==> src/rtl/input_debounce.sv <==
// -----------------------------------------------------------------------------
// input_debounce
//
// Multi-channel synchroniser and debouncer for asynchronous board inputs
// (joystick, user switches, software-select switches, mikroBUS interrupt,
// microSD card-detect) ahead of the GPIO input bus. Each channel has its own
// two-flop synchroniser and its own stability counter, so the latency from a
// raw edge to the debounced edge is exact for every channel.
//
// Ports:
//   clk_sys_i   system clock
//   rst_sys_ni  asynchronous active-low reset
//   raw_i       [Width] asynchronous raw levels
//   bypass_i    1 = pass synchronised levels straight through (no filtering)
//   sw_o        [Width] debounced levels
//   rise_o      [Width] one-cycle pulse when sw_o[i] goes 0->1
//   fall_o      [Width] one-cycle pulse when sw_o[i] goes 1->0
//   changed_o   OR of all rise_o/fall_o bits (event strobe)
// -----------------------------------------------------------------------------
module input_debounce #(
  parameter int unsigned      Width        = 18,
  parameter int unsigned      StableCycles = 200000,
  parameter logic [Width-1:0] ResetValue   = '0
) (
  input  logic             clk_sys_i,
  input  logic             rst_sys_ni,
  input  logic [Width-1:0] raw_i,
  input  logic             bypass_i,
  output logic [Width-1:0] sw_o,
  output logic [Width-1:0] rise_o,
  output logic [Width-1:0] fall_o,
  output logic             changed_o
);

  // Counter must hold 0..StableCycles-1; the guard keeps widths legal while
  // the elaboration check below reports the bad parameter.
  localparam int unsigned CntW = (StableCycles == 0) ? 1 : $clog2(StableCycles + 1);
  localparam logic [CntW-1:0] CntLast =
      CntW'((StableCycles == 0) ? 0 : StableCycles - 1);

  if (StableCycles == 0) begin : g_param_check
    $error("input_debounce: StableCycles must be >= 1");
  end

  logic [Width-1:0] sync1_q;
  logic [Width-1:0] sync2_q;
  logic [Width-1:0] sw_q;
  logic [Width-1:0] sw_d;
  logic [Width-1:0] rise_q;
  logic [Width-1:0] rise_d;
  logic [Width-1:0] fall_q;
  logic [Width-1:0] fall_d;
  logic             changed_q;
  logic             changed_d;

  // ---------------------------------------------------------------------------
  // Per-channel stability filter
  // ---------------------------------------------------------------------------
  for (genvar gi = 0; gi < Width; gi++) begin : g_chan
    logic [CntW-1:0] cnt_q;
    logic [CntW-1:0] cnt_d;
    logic            bit_d;

    always_comb begin
      cnt_d = '0;
      bit_d = sw_q[gi];
      if (bypass_i) begin
        // Counter held at zero so filtering resumes from scratch on exit.
        bit_d = sync2_q[gi];
      end else if (sync2_q[gi] != sw_q[gi]) begin
        if (cnt_q == CntLast) begin
          // StableCycles consecutive differing cycles seen: accept the level
          // and restart the counter on the same edge.
          bit_d = sync2_q[gi];
        end else begin
          cnt_d = cnt_q + CntW'(1);
        end
      end
    end

    always_ff @(posedge clk_sys_i or negedge rst_sys_ni) begin
      if (!rst_sys_ni) begin
        cnt_q <= '0;
      end else begin
        cnt_q <= cnt_d;
      end
    end

    assign sw_d[gi] = bit_d;
  end

  // Edges are computed from next vs current debounced level and registered,
  // so a pulse appears in the same cycle as the new sw_o value. sw_q doubles
  // as the "previous sw_o" register for this comparison, and since both share
  // ResetValue, reset release can never produce a pulse.
  always_comb begin
    rise_d    = sw_d & ~sw_q;
    fall_d    = ~sw_d & sw_q;
    changed_d = |(rise_d | fall_d);
  end

  always_ff @(posedge clk_sys_i or negedge rst_sys_ni) begin
    if (!rst_sys_ni) begin
      sync1_q   <= ResetValue;
      sync2_q   <= ResetValue;
      sw_q      <= ResetValue;
      rise_q    <= '0;
      fall_q    <= '0;
      changed_q <= 1'b0;
    end else begin
      sync1_q   <= raw_i;
      sync2_q   <= sync1_q;
      sw_q      <= sw_d;
      rise_q    <= rise_d;
      fall_q    <= fall_d;
      changed_q <= changed_d;
    end
  end

  assign sw_o      = sw_q;
  assign rise_o    = rise_q;
  assign fall_o    = fall_q;
  assign changed_o = changed_q;

endmodule

==> config.mk <==
export PLATFORM = sky130hd
export DESIGN_NAME = input_debounce
export DESIGN_NICKNAME = d
export VERILOG_FILES = /design/src/rtl/input_debounce.sv
export SDC_FILE = /design/constraint.sdc
export NUM_CORES = 1
export LEC_CHECK = 0
export CELL_PAD_IN_SITES_DETAIL_PLACEMENT = 1
export CELL_PAD_IN_SITES_GLOBAL_PLACEMENT = 1
export CORE_AREA = 2 2 238 240
export DETAILED_ROUTE_END_ITERATION = 10
export DIE_AREA = 0 0 240 242
export GPL_TIMING_DRIVEN = 0
export PLACE_DENSITY_LB_ADDON = 0.1
export SKIP_CTS_REPAIR_TIMING = 1
export SLEW_MARGIN = 20
export SYNTH_ARGS = -nofsm -noshare
export SYNTH_HDL_FRONTEND = slang
export SYNTH_SLANG_ARGS = --single-unit
export TNS_END_PERCENT = 50
==> constraint.sdc <==
create_clock -name clk_sys_i -period 4.6 [get_ports clk_sys_i]
set_clock_uncertainty 0.1 [all_clocks]
set_input_delay 0.46 -clock clk_sys_i [delete_from_list [all_inputs] [get_ports clk_sys_i]]
set_output_delay 0.46 -clock clk_sys_i [all_outputs]
set_load 0.005 [all_outputs]
==> flow_metrics.tcl, run 1 <==
set metrics [dict create \
    post-dp-hpwl_um 31690 \
    syn_inst 1902 \
    fmax_mhz 268.6 \
    antenna_left 0 \
    ys_ff_latch 415 \
    cts-root-buf "clkbuf_16" \
    power_density_mw_per_mm2 367.2 \
    hold_class "input port to flip-flop" \
    worst_ep_arrival_time_ns 4.07 \
    place_area_mm2 0.02157 \
    final_max_slew_viol_count 0 \
    first_pass_iters 4 \
    diodes 0 \
    die_h_um 242 \
    grt_max_degree 87 \
    die_area_mm2 0.05808 \
    grt_overflow 0 \
    core_area_mm2 0.05573 \
    fin_crit_sh_pct 80.94 \
    clock_path_buffers 3 \
    crit_path_start_kind "input port" \
    crit_slowest_cell "or4_1" \
    synth_top_area_share_pct 52.64 \
    remaining_drc_errors 0 \
    antenna_found_initial 3 \
    via_per_inst 5.110 \
    drive_above_1_share_pct 8.631 \
    cp.required_ns 4.95 \
    seq_area_frac_synth_pct 52.64 \
    worst_pin_slew_ns 0.7491 \
    drt-initial-drc-count 514 \
    hold-worst-slack_ns 0.2134 \
    crit_path_cell_trace "clkdlybuf4s50_1 > inv_1 > buf_2 > o21a_1 > mux2_2 > ha_1 > and4_1 > nand3_1 > or4_1" \
    vias 14460 \
    start_util_pct 35.39 \
    grt_pass1_wl_um 79340 \
    synth_top_area_cell "dfrtp_1" \
    synth-async-reset-ratio_pct 100.0 \
    io_pins 76 \
    fin_area_mm2 0.02334 \
    cp-end-kind "flip-flop" \
    syn_area_per_cell_um2 10.37 \
    syn_to_final_growth_pct 18.32 \
    ys.flop_type "dfrtp_1" \
    cts.sinks 415 \
    synthTopCellsByCount "415 x dfrtp_1, 263 x nor2_1, 114 x xnor2_1, 107 x nand3_1, 106 x xor2_1" \
    yosysUniqueCellTypes 56 \
    portBuffers 75 \
    clock_latency_ns 0.58 \
    yosysMostFrequentCell "dfrtp_1" \
    synth_edf_count 0 \
    rsz0062_at_grt "false" \
    crit_type "input port to flip-flop" \
    clk_pin_slew_ns 0.06 \
    crit_path_max_fanout 10 \
    reg2reg_slack_ns 1.08 \
    numCtsBuffers 50 \
    cts_tree "built" \
    cpPeakStageDelay_ns 0.57 \
    fp-row-count 87 \
    ys.warnings.count 0 \
    yosys-top-cells-area "dfrtp_1 53%, xnor2_1 5.1%, nor2_1 5.0%" \
    h-tree-depth 2 \
    finalHoldViolCount 0 \
    finalSetupTns_ns 0 \
    syn-num-nets 1977 \
    layout_min_cycle_time_ns 3.723 \
    max_slew_margin_pct 49.63 \
    maxCapViolations 0 \
    wl_per_cell_um 16.29 \
    fillCellCount 6201 \
    setup_viol 0 \
    grt_pass1_vias 15338 \
    final_util_pct 41.88 \
    die_w_um 240 \
    power.leakage_nw 9.339 \
    outcome "completed" \
    ir_worst_vdd_uv 298.8 \
    grt_usage_pct 16.50 \
    routed_wirelength_um 46090 \
    nNetsFinal 2110 \
    syn-cell-area_mm2 0.01973 \
    gp_congestion 0.7668 \
]
placed cells by master (no fill, tap or decap), types with 4 or more instances in the layout:
master,n
clkdlybuf4s50_1,74
inv_1,74
bufinv_16,6
or4b_1,4
or4_4,8
clkbuf_8,12
and4_1,37
nand2b_1,4
nand3_1,107
and3_1,16
buf_2,22
buf_4,9
nand4_1,96
clkinv_2,9
or3_1,52
o21a_1,4
o31ai_1,26
clkbuf_16,53
nor4_1,34
nand2_1,102
a21oi_1,89
and2_1,22
nor3_1,29
o21ai_0,52
nor2_1,263
nor4bb_1,4
dfrtp_1,415
or2_2,5
o211ai_2,4
or4_1,35
xnor2_1,114
xor2_1,106
ha_1,54
a31oi_1,5
mux2i_1,18
clkbuf_1,26
nor4b_1,10
a31o_2,6
buf_16,5
mux2_2,18
state kept, by name, indices dropped and copies added, names as in the netlist:
name	count
sw_o	18
changed_o	1
sync1_q	18
sync2_q	18
rise_o	18
g_chan.cnt_q	324
fall_o	18
cell type report:
| cell class | count | area [um2] | area share [%] |
|---|---|---|---|
| Sequential cell | 415 | 10390 | 44.49 |
| Multi-Input combinational cell | 1362 | 8802 | 37.71 |
| Clock buffer | 75 | 1529 | 6.551 |
| Tap cell | 756 | 945.9 | 4.053 |
| Timing Repair Buffer | 81 | 903.4 | 3.870 |
| Inverter | 74 | 277.8 | 1.190 |
| Buffer | 51 | 264.0 | 1.131 |
| Clock inverter | 16 | 232.7 | 0.9971 |
report_power, final:
part | leakage [nW] | internal, mW | total, mW | switching (mW)
clock network | 0.871 | 2.62 | 4.18 | 1.56
registers | 5.61 | 3.74 | 3.82 | 0.0795
logic | 2.86 | 0.234 | 0.563 | 0.329
critical path: cells and delay by family:
kind	cells	cell delay, ns
simple gates	3	0.94
fa+ha+maj	1	0.40
buf+inv	3	1.63
compound gates	1	0.25
mux	1	0.37
stage by stage:
| step | power, mW | instances | setup WS [ns] |
|---|---|---|---|
| 3_3_place_gp | 4.456 | 2733 | -16.51 |
| 6_report | 8.569 | 2830 | 0.8766 |
| 5_1_grt | 8.963 | 2830 | 0.7469 |
| 3_5_place_dp | 4.473 | 2738 | 0.1487 |
| 2_1_floorplan | 4.111 | 1902 | 1.781 |
| 4_1_cts | 8.756 | 2829 | 0.7704 |
cells by family (layout without fill, tap and decap cells):
| kind of cell | Yosys count | after routing | synth area share, % |
|---|---|---|---|
| mux | 36 | 36 | 1.941 |
| flops | 415 | 415 | 52.64 |
| simple gates | 849 | 849 | 23.03 |
| xor+xnor | 220 | 220 | 9.768 |
| compound gates | 203 | 203 | 6.457 |
| buf+inv | 125 | 297 | 2.734 |
| fa+ha+maj | 54 | 54 | 3.425 |
metal layers:
| layer | GRT usage, % | vias up | part of all wire, % | routed length [um] |
|---|---|---|---|---|
| met5 | 0 | - | 0 | 0 |
| met4 | 4.805 | 0 | 2.1 | 950 |
| met3 | 2.655 | 67 | 3.3 | 1525 |
| met2 | 26.48 | 142 | 46 | 21310 |
| met1 | 22.95 | 7246 | 48 | 22300 |
| li1 | - | 7005 | - | - |
worst paths after layout:
| kind | from | end | depth (start not counted) |
|---|---|---|---|
| setup reg to reg | g_chan[6].cnt_q[0]$_DFF_PN0_ | changed_o$_DFF_PN0_ | 8 |
| min in group asynchronous | rst_sys_ni | g_chan[14].cnt_q[11]$_DFF_PN0_ | 2 |
| hold / removal | raw_i[2] | sync1_q[2]$_DFF_PN0_ | 1 |
| setup / recovery | bypass_i | changed_o$_DFF_PN0_ | 9 |
| max in group asynchronous | rst_sys_ni | sw_o[8]$_DFF_PN0_ | 4 |
| hold reg to reg | sync1_q[3]$_DFF_PN0_ | sync2_q[3]$_DFF_PN0_ | 0 |
(Power assumes the default switching activity.)
==> run 2: changes to the inputs <==
==> constraint.sdc (replaced) <==
create_clock -name clk_sys_i -period 3.54 [get_ports clk_sys_i]
set_clock_uncertainty 0.1 [all_clocks]
set_input_delay 0.354 -clock clk_sys_i [delete_from_list [all_inputs] [get_ports clk_sys_i]]
set_output_delay 0.354 -clock clk_sys_i [all_outputs]
set_load 0.005 [all_outputs]
==> run 2 against run 1 <==
- hold slack got worse by 0.11 ns
- combinational power grew 30%
- die area did not move
- first-iteration DRC count is 6.0% higher
- sequential power increased by 30%
- routed wire length up 0.10%
- cell count barely moved
- cell area is essentially flat
- clock-buffer cell count stayed put
- sequential share of layout area about the same
==> flow_metrics.tcl, run 2 (synthesized netlist as in run 1, its figures left out) <==
set metrics [dict create \
    start_util_pct 35.39 \
    grt_pass1_vias 15338 \
    holdPathEnd "sync1_q[2]$_DFF_PN0_" \
    crit_path_max_fanout 10 \
    io_pins 76 \
    total_power_mw 11.14 \
    h-tree-depth 2 \
    wl_per_cell_um 16.31 \
    route.met2.wl_um 21240 \
    max_slew_margin_pct 54.63 \
    numCtsBuffers 50 \
    die_area_mm2 0.05808 \
    cts-root-buf "clkbuf_16" \
    hold-worst-slack_ns 0.1072 \
    min-delay-start "raw_i[2]" \
    register_area_mm2 0.01039 \
    cp-end-kind "flip-flop" \
    highest_layer "met4" \
    remaining_drc_errors 0 \
    mostFrequentLayoutCells "415 x dfrtp_1, 263 x nor2_1, 114 x xnor2_1" \
    routed_wirelength_um 46140 \
    final_util_pct 41.89 \
    cp.required_ns 3.89 \
    r2r-start "g_chan[6].cnt_q[0]$_DFF_PN0_" \
    portBuffers 75 \
    die_h_um 242 \
    via_per_inst 5.121 \
    worst_ep_arrival_time_ns 3.82 \
    grt_usage_pct 16.50 \
    top_register "g_chan.cnt_q" \
    drive_above_1_share_pct 8.731 \
    hold_class "input port to flip-flop" \
    wl_met1_um 22350 \
    r2r_end "changed_o$_DFF_PN0_" \
    fp-row-count 87 \
    worst_pin_slew_ns 0.6759 \
    clock_latency_ns 0.58 \
    crit_path_start_kind "input port" \
    clk_pin_slew_ns 0.06 \
    fin_crit_sh_pct 97.96 \
    fmax_mhz 288.4 \
    outcome "completed" \
    reg2reg_slack_ns 0.23 \
    cts_tree "built" \
    layout_min_cycle_time_ns 3.468 \
    power.leakage_nw 9.334 \
    met3_length_um 1579 \
    first_pass_iters 4 \
    crit_type "input port to flip-flop" \
    finalSetupTns_ns 0 \
    antenna_left 0 \
    fillCellCount 6202 \
    antenna_found_initial 3 \
    syn_to_final_growth_pct 18.36 \
    rr_worst_depth 8 \
    finalHoldViolCount 0 \
    hold_path_depth 1 \
    multi_input_area_mm2 0.008807 \
    die_w_um 240 \
    core_area_mm2 0.05573 \
    grt_pass1_wl_um 79340 \
    maxCapViolations 0 \
    vias 14488 \
    clock_path_buffers 3 \
    post-dp-hpwl_um 31690 \
    final_common_cell "dfrtp_1" \
    gp_congestion 0.7668 \
    grt_max_degree 87 \
    final_max_slew_viol_count 0 \
    drt-initial-drc-count 545 \
    setup_viol 0 \
    diodes 0 \
    nNetsFinal 2109 \
    largest_register_ffs 324 \
    rsz0062_at_grt "false" \
    ir_worst_vdd_uv 387.4 \
    grt_overflow 0 \
    power_density_mw_per_mm2 477.0 \
    cts.sinks 415 \
]
[run 2: changes by cell type in the layout (fill, tap and decap cells not counted), sizes merged]
| cell | before | now |
|---|---|---|
| clkbuf | 94 | 93 |
| clkinvlp | 1 | 2 |
| inv | 74 | 73 |
[run 2: through the flow]
| stage | worst slack [ns] | std cells | instance area, um2 |
|---|---|---|---|
| floorplan | 0.7213 | 1902 | 19730 |
| global placement | -17.46 | 2733 | 21420 |
| detailed placement | -0.8053 | 2738 | 21570 |
| CTS | -0.1836 | 2829 | 23330 |
| global route | 0.005576 | 2829 | 23350 |
| finish | 0.07220 | 2829 | 23350 |
[run 2: cell type report]
type	instances	share of cell area, %
Tap cell	756	4.051
Multi-Input combinational cell	1362	37.72
Buffer	50	1.125
Timing Repair Buffer	81	3.869
Clock inverter	16	0.9968
Clock buffer	75	6.549
Sequential cell	415	44.48
Inverter	74	1.206
[run 2: worst max path at each step]
stage / to / startpoint / slack [ns]
global route: changed_o$_DFF_PN0_ / bypass_i / 0.006
detailed placement: changed_o$_DFF_PN0_ / bypass_i / -0.81
global placement: g_chan[5].cnt_q[13]$_DFF_PN0_ / rst_sys_ni / -17.46
CTS: changed_o$_DFF_PN0_ / bypass_i / -0.18
floorplan: changed_o$_DFF_PN0_ / g_chan[7].cnt_q[12]$_DFF_PN0_ / 0.72
finish: changed_o$_DFF_PN0_ / bypass_i / 0.07
[run 2: layer usage]
metal  global-route usage (%)  up-vias
li1                         -     7001
met2                    26.48      142
met3                    2.655       70
met1                    22.95     7275
met5                        0        -
met4                    4.805        0
[run 2: worst max-delay path: stages]
cell and delay [ns]:
clkdlybuf4s50_1 0.59, clkinvlp_4 0.38, buf_2 0.50, o21a_1 0.25
mux2_2 0.37, ha_1 0.40, and4_1 0.22, nand3_1 0.15
or4_1 0.57
[run 2: where the power goes]
| part | switching [mW] | internal, mW | total, mW | leakage [nW] |
|---|---|---|---|---|
| clock | 2.03 | 3.40 | 5.43 | 0.871 |
| combinational | 0.429 | 0.305 | 0.734 | 2.85 |
| sequential | 0.103 | 4.87 | 4.97 | 5.61 |
| total | 2.56 | 8.57 | 11.1 | 9.33 |
==> run 3: changes to the inputs <==
==> constraint.sdc (replaced) <==
create_clock -name clk_sys_i -period 3.54 [get_ports clk_sys_i]
set_clock_uncertainty 0.1 [all_clocks]
set_input_delay 0.708 -clock clk_sys_i [delete_from_list [all_inputs] [get_ports clk_sys_i]]
set_output_delay 0.708 -clock clk_sys_i [all_outputs]
set_load 0.005 [all_outputs]
==> run 3 against run 2 <==
- clock-buffer cell count did not move
- routed wire length barely moved
- cell area increased by 0.21%
- sequential power is essentially flat
- sequential share of layout area decreased by 0.093 points
- combinational power grew 0.7%
- first-iteration DRC count decreased by 0.37%
- setup slack improved by 0.16 ns
- power about the same
- die area stayed put
- utilization rose by 0.088 points
==> flow_metrics.tcl, run 3 (synthesized netlist as in run 1, its figures left out) <==
set metrics [dict create \
    p_comb_share_pct 6.6 \
    rsz0062_at_grt "false" \
    cp.required_ns 3.89 \
    die_w_um 240 \
    maxCapViolations 0 \
    power_density_mw_per_mm2 476.4 \
    antenna_found_initial 2 \
    nNetsFinal 2114 \
    power.leakage_nw 9.369 \
    finalHoldViolCount 0 \
    worst_ep_arrival_time_ns 3.65 \
    outcome "completed" \
    hold-worst-slack_ns 0.2474 \
    reg2reg_slack_ns 0.24 \
    fillCellCount 6198 \
    ir_worst_vdd_uv 387.4 \
    fp-row-count 87 \
    worst_pin_slew_ns 0.6742 \
    holdPathEnd "sync2_q[3]$_DFF_PN0_" \
    first_pass_iters 4 \
    max_slew_margin_pct 54.75 \
    start_util_pct 35.39 \
    crit_path_start_kind "flip-flop" \
    cp-end-kind "flip-flop" \
    die_h_um 242 \
    rr_worst_depth 8 \
    finalSetupTns_ns 0 \
    gp_congestion 0.7668 \
    crit_type "flip-flop to flip-flop" \
    h-tree-depth 2 \
    final_max_slew_viol_count 0 \
    routed_wirelength_um 46160 \
    final_common_cell "dfrtp_1" \
    cpPeakStageDelay_ns 0.46 \
    layout_min_cycle_time_ns 3.303 \
    grt_usage_pct 16.50 \
    cts-root-buf "clkbuf_16" \
    cts_tree "built" \
    numCtsBuffers 50 \
    place_area_mm2 0.02157 \
    clkPwrFrac_pct 48.8 \
    fin_crit_sh_pct 93.30 \
    top_register "g_chan.cnt_q" \
    post-dp-hpwl_um 31690 \
    place_inst 2738 \
    antenna_left 0 \
    setup_viol 0 \
    crit_path_cell_trace "ha_1 > nand4_1 > or2_2 > o31ai_2 > mux2_2 > ha_1 > nand4_1 > or4_1" \
    die_area_mm2 0.05808 \
    grt_overflow 0 \
    mostFrequentLayoutCells "415 x dfrtp_1, 263 x nor2_1, 114 x xnor2_1" \
    crit_slowest_cell "ha_1" \
    largest_register_ffs 324 \
    io_pins 76 \
    via_per_inst 5.110 \
    r2r-start "g_chan[6].cnt_q[0]$_DFF_PN0_" \
    syn_to_final_growth_pct 18.60 \
    grt_pass1_vias 15338 \
    hold_path_depth 0 \
    intPower_mw 8.577 \
    clk_pin_slew_ns 0.06 \
    fin_cells 2834 \
    diodes 0 \
    total_power_mw 11.15 \
    p_sw_share_pct 23.05 \
    crit_path_max_fanout 5 \
    seqPwrFrac_pct 44.6 \
    wl_per_cell_um 16.29 \
    vias 14482 \
    clock_latency_ns 0.58 \
    core_area_mm2 0.05573 \
    drive_above_1_share_pct 8.999 \
    clock_path_buffers 3 \
    fin_area_mm2 0.02340 \
    r2r_end "changed_o$_DFF_PN0_" \
    grt_max_degree 87 \
    hold_class "flip-flop to flip-flop" \
    portBuffers 75 \
    min-delay-start "sync1_q[3]$_DFF_PN0_" \
    grt_pass1_wl_um 79340 \
    power.switching_mw 2.569 \
    cts.sinks 415 \
    remaining_drc_errors 0 \
    drt-initial-drc-count 543 \
    fmax_mhz 302.8 \
]
[run 3: changes by cell type in the layout (fill, tap and decap cells not counted)]
cell             change
a21oi_1              -1
a21oi_2              +1
buf_2                -2
buf_4                +7
clkdlybuf4s50_1      -1
dlymetal6s2s_1       +1
[run 3: how the worst max path moves through the flow]
stage / to / startpoint / slack [ns]
global placement: g_chan[5].cnt_q[13]$_DFF_PN0_ / rst_sys_ni / -17.81
detailed placement: changed_o$_DFF_PN0_ / bypass_i / -1.16
global route: changed_o$_DFF_PN0_ / g_chan[6].cnt_q[0]$_DFF_PN0_ / 0.08
finish: changed_o$_DFF_PN0_ / g_chan[6].cnt_q[0]$_DFF_PN0_ / 0.24
floorplan: changed_o$_DFF_PN0_ / bypass_i / 0.59
CTS: changed_o$_DFF_PN0_ / bypass_i / -0.54
[run 3: power by group through the flow]
stage	clock network, mW	logic (mW)	registers [mW]
after global placement	0	0.729	5.06
after floorplan	0	0.304	5.04
after CTS	5.64	0.763	4.97
after global routing	5.83	0.835	4.99
after detailed placement	0	0.758	5.06
final	5.44	0.739	4.97
[run 3: metal layers]
metal / GRT usage, % / routed length [um]
met5: 0 / 0
met4: 4.805 / 931
met3: 2.655 / 1321
met2: 26.48 / 21320
met1: 22.95 / 22590
[run 3: per-stage QoR]
stage | utilization (%) | setup slack, ns
floorplan | - | 0.5879
global placement | 38.44 | -17.81
detailed placement | 38.70 | -1.159
CTS | 41.86 | -0.5376
global route | 41.98 | 0.08490
finish | 41.98 | 0.2371
[run 3: cell type report]
| class | count | area [um2] | area share (%) |
|---|---|---|---|
| timing repair buffer | 86 | 943.4 | 4.032 |
| clock buffer | 75 | 1529 | 6.535 |
| tap | 756 | 945.9 | 4.043 |
| buffer | 50 | 267.8 | 1.144 |
| sequential | 415 | 10390 | 44.39 |
| multi-input combinational | 1362 | 8811 | 37.66 |
| clock inverter | 16 | 232.7 | 0.9947 |
| inverter | 74 | 281.5 | 1.203 |
[run 3: worst max-delay path: cells and delay by family (launching register included)]
kind	cells	cell delay [ns]
AOI/OAI and AO/OA	1	0.43
adders and majority gates	2	0.69
DFF	1	0.39
muxes	1	0.41
and+or+nand+nor	4	1.14
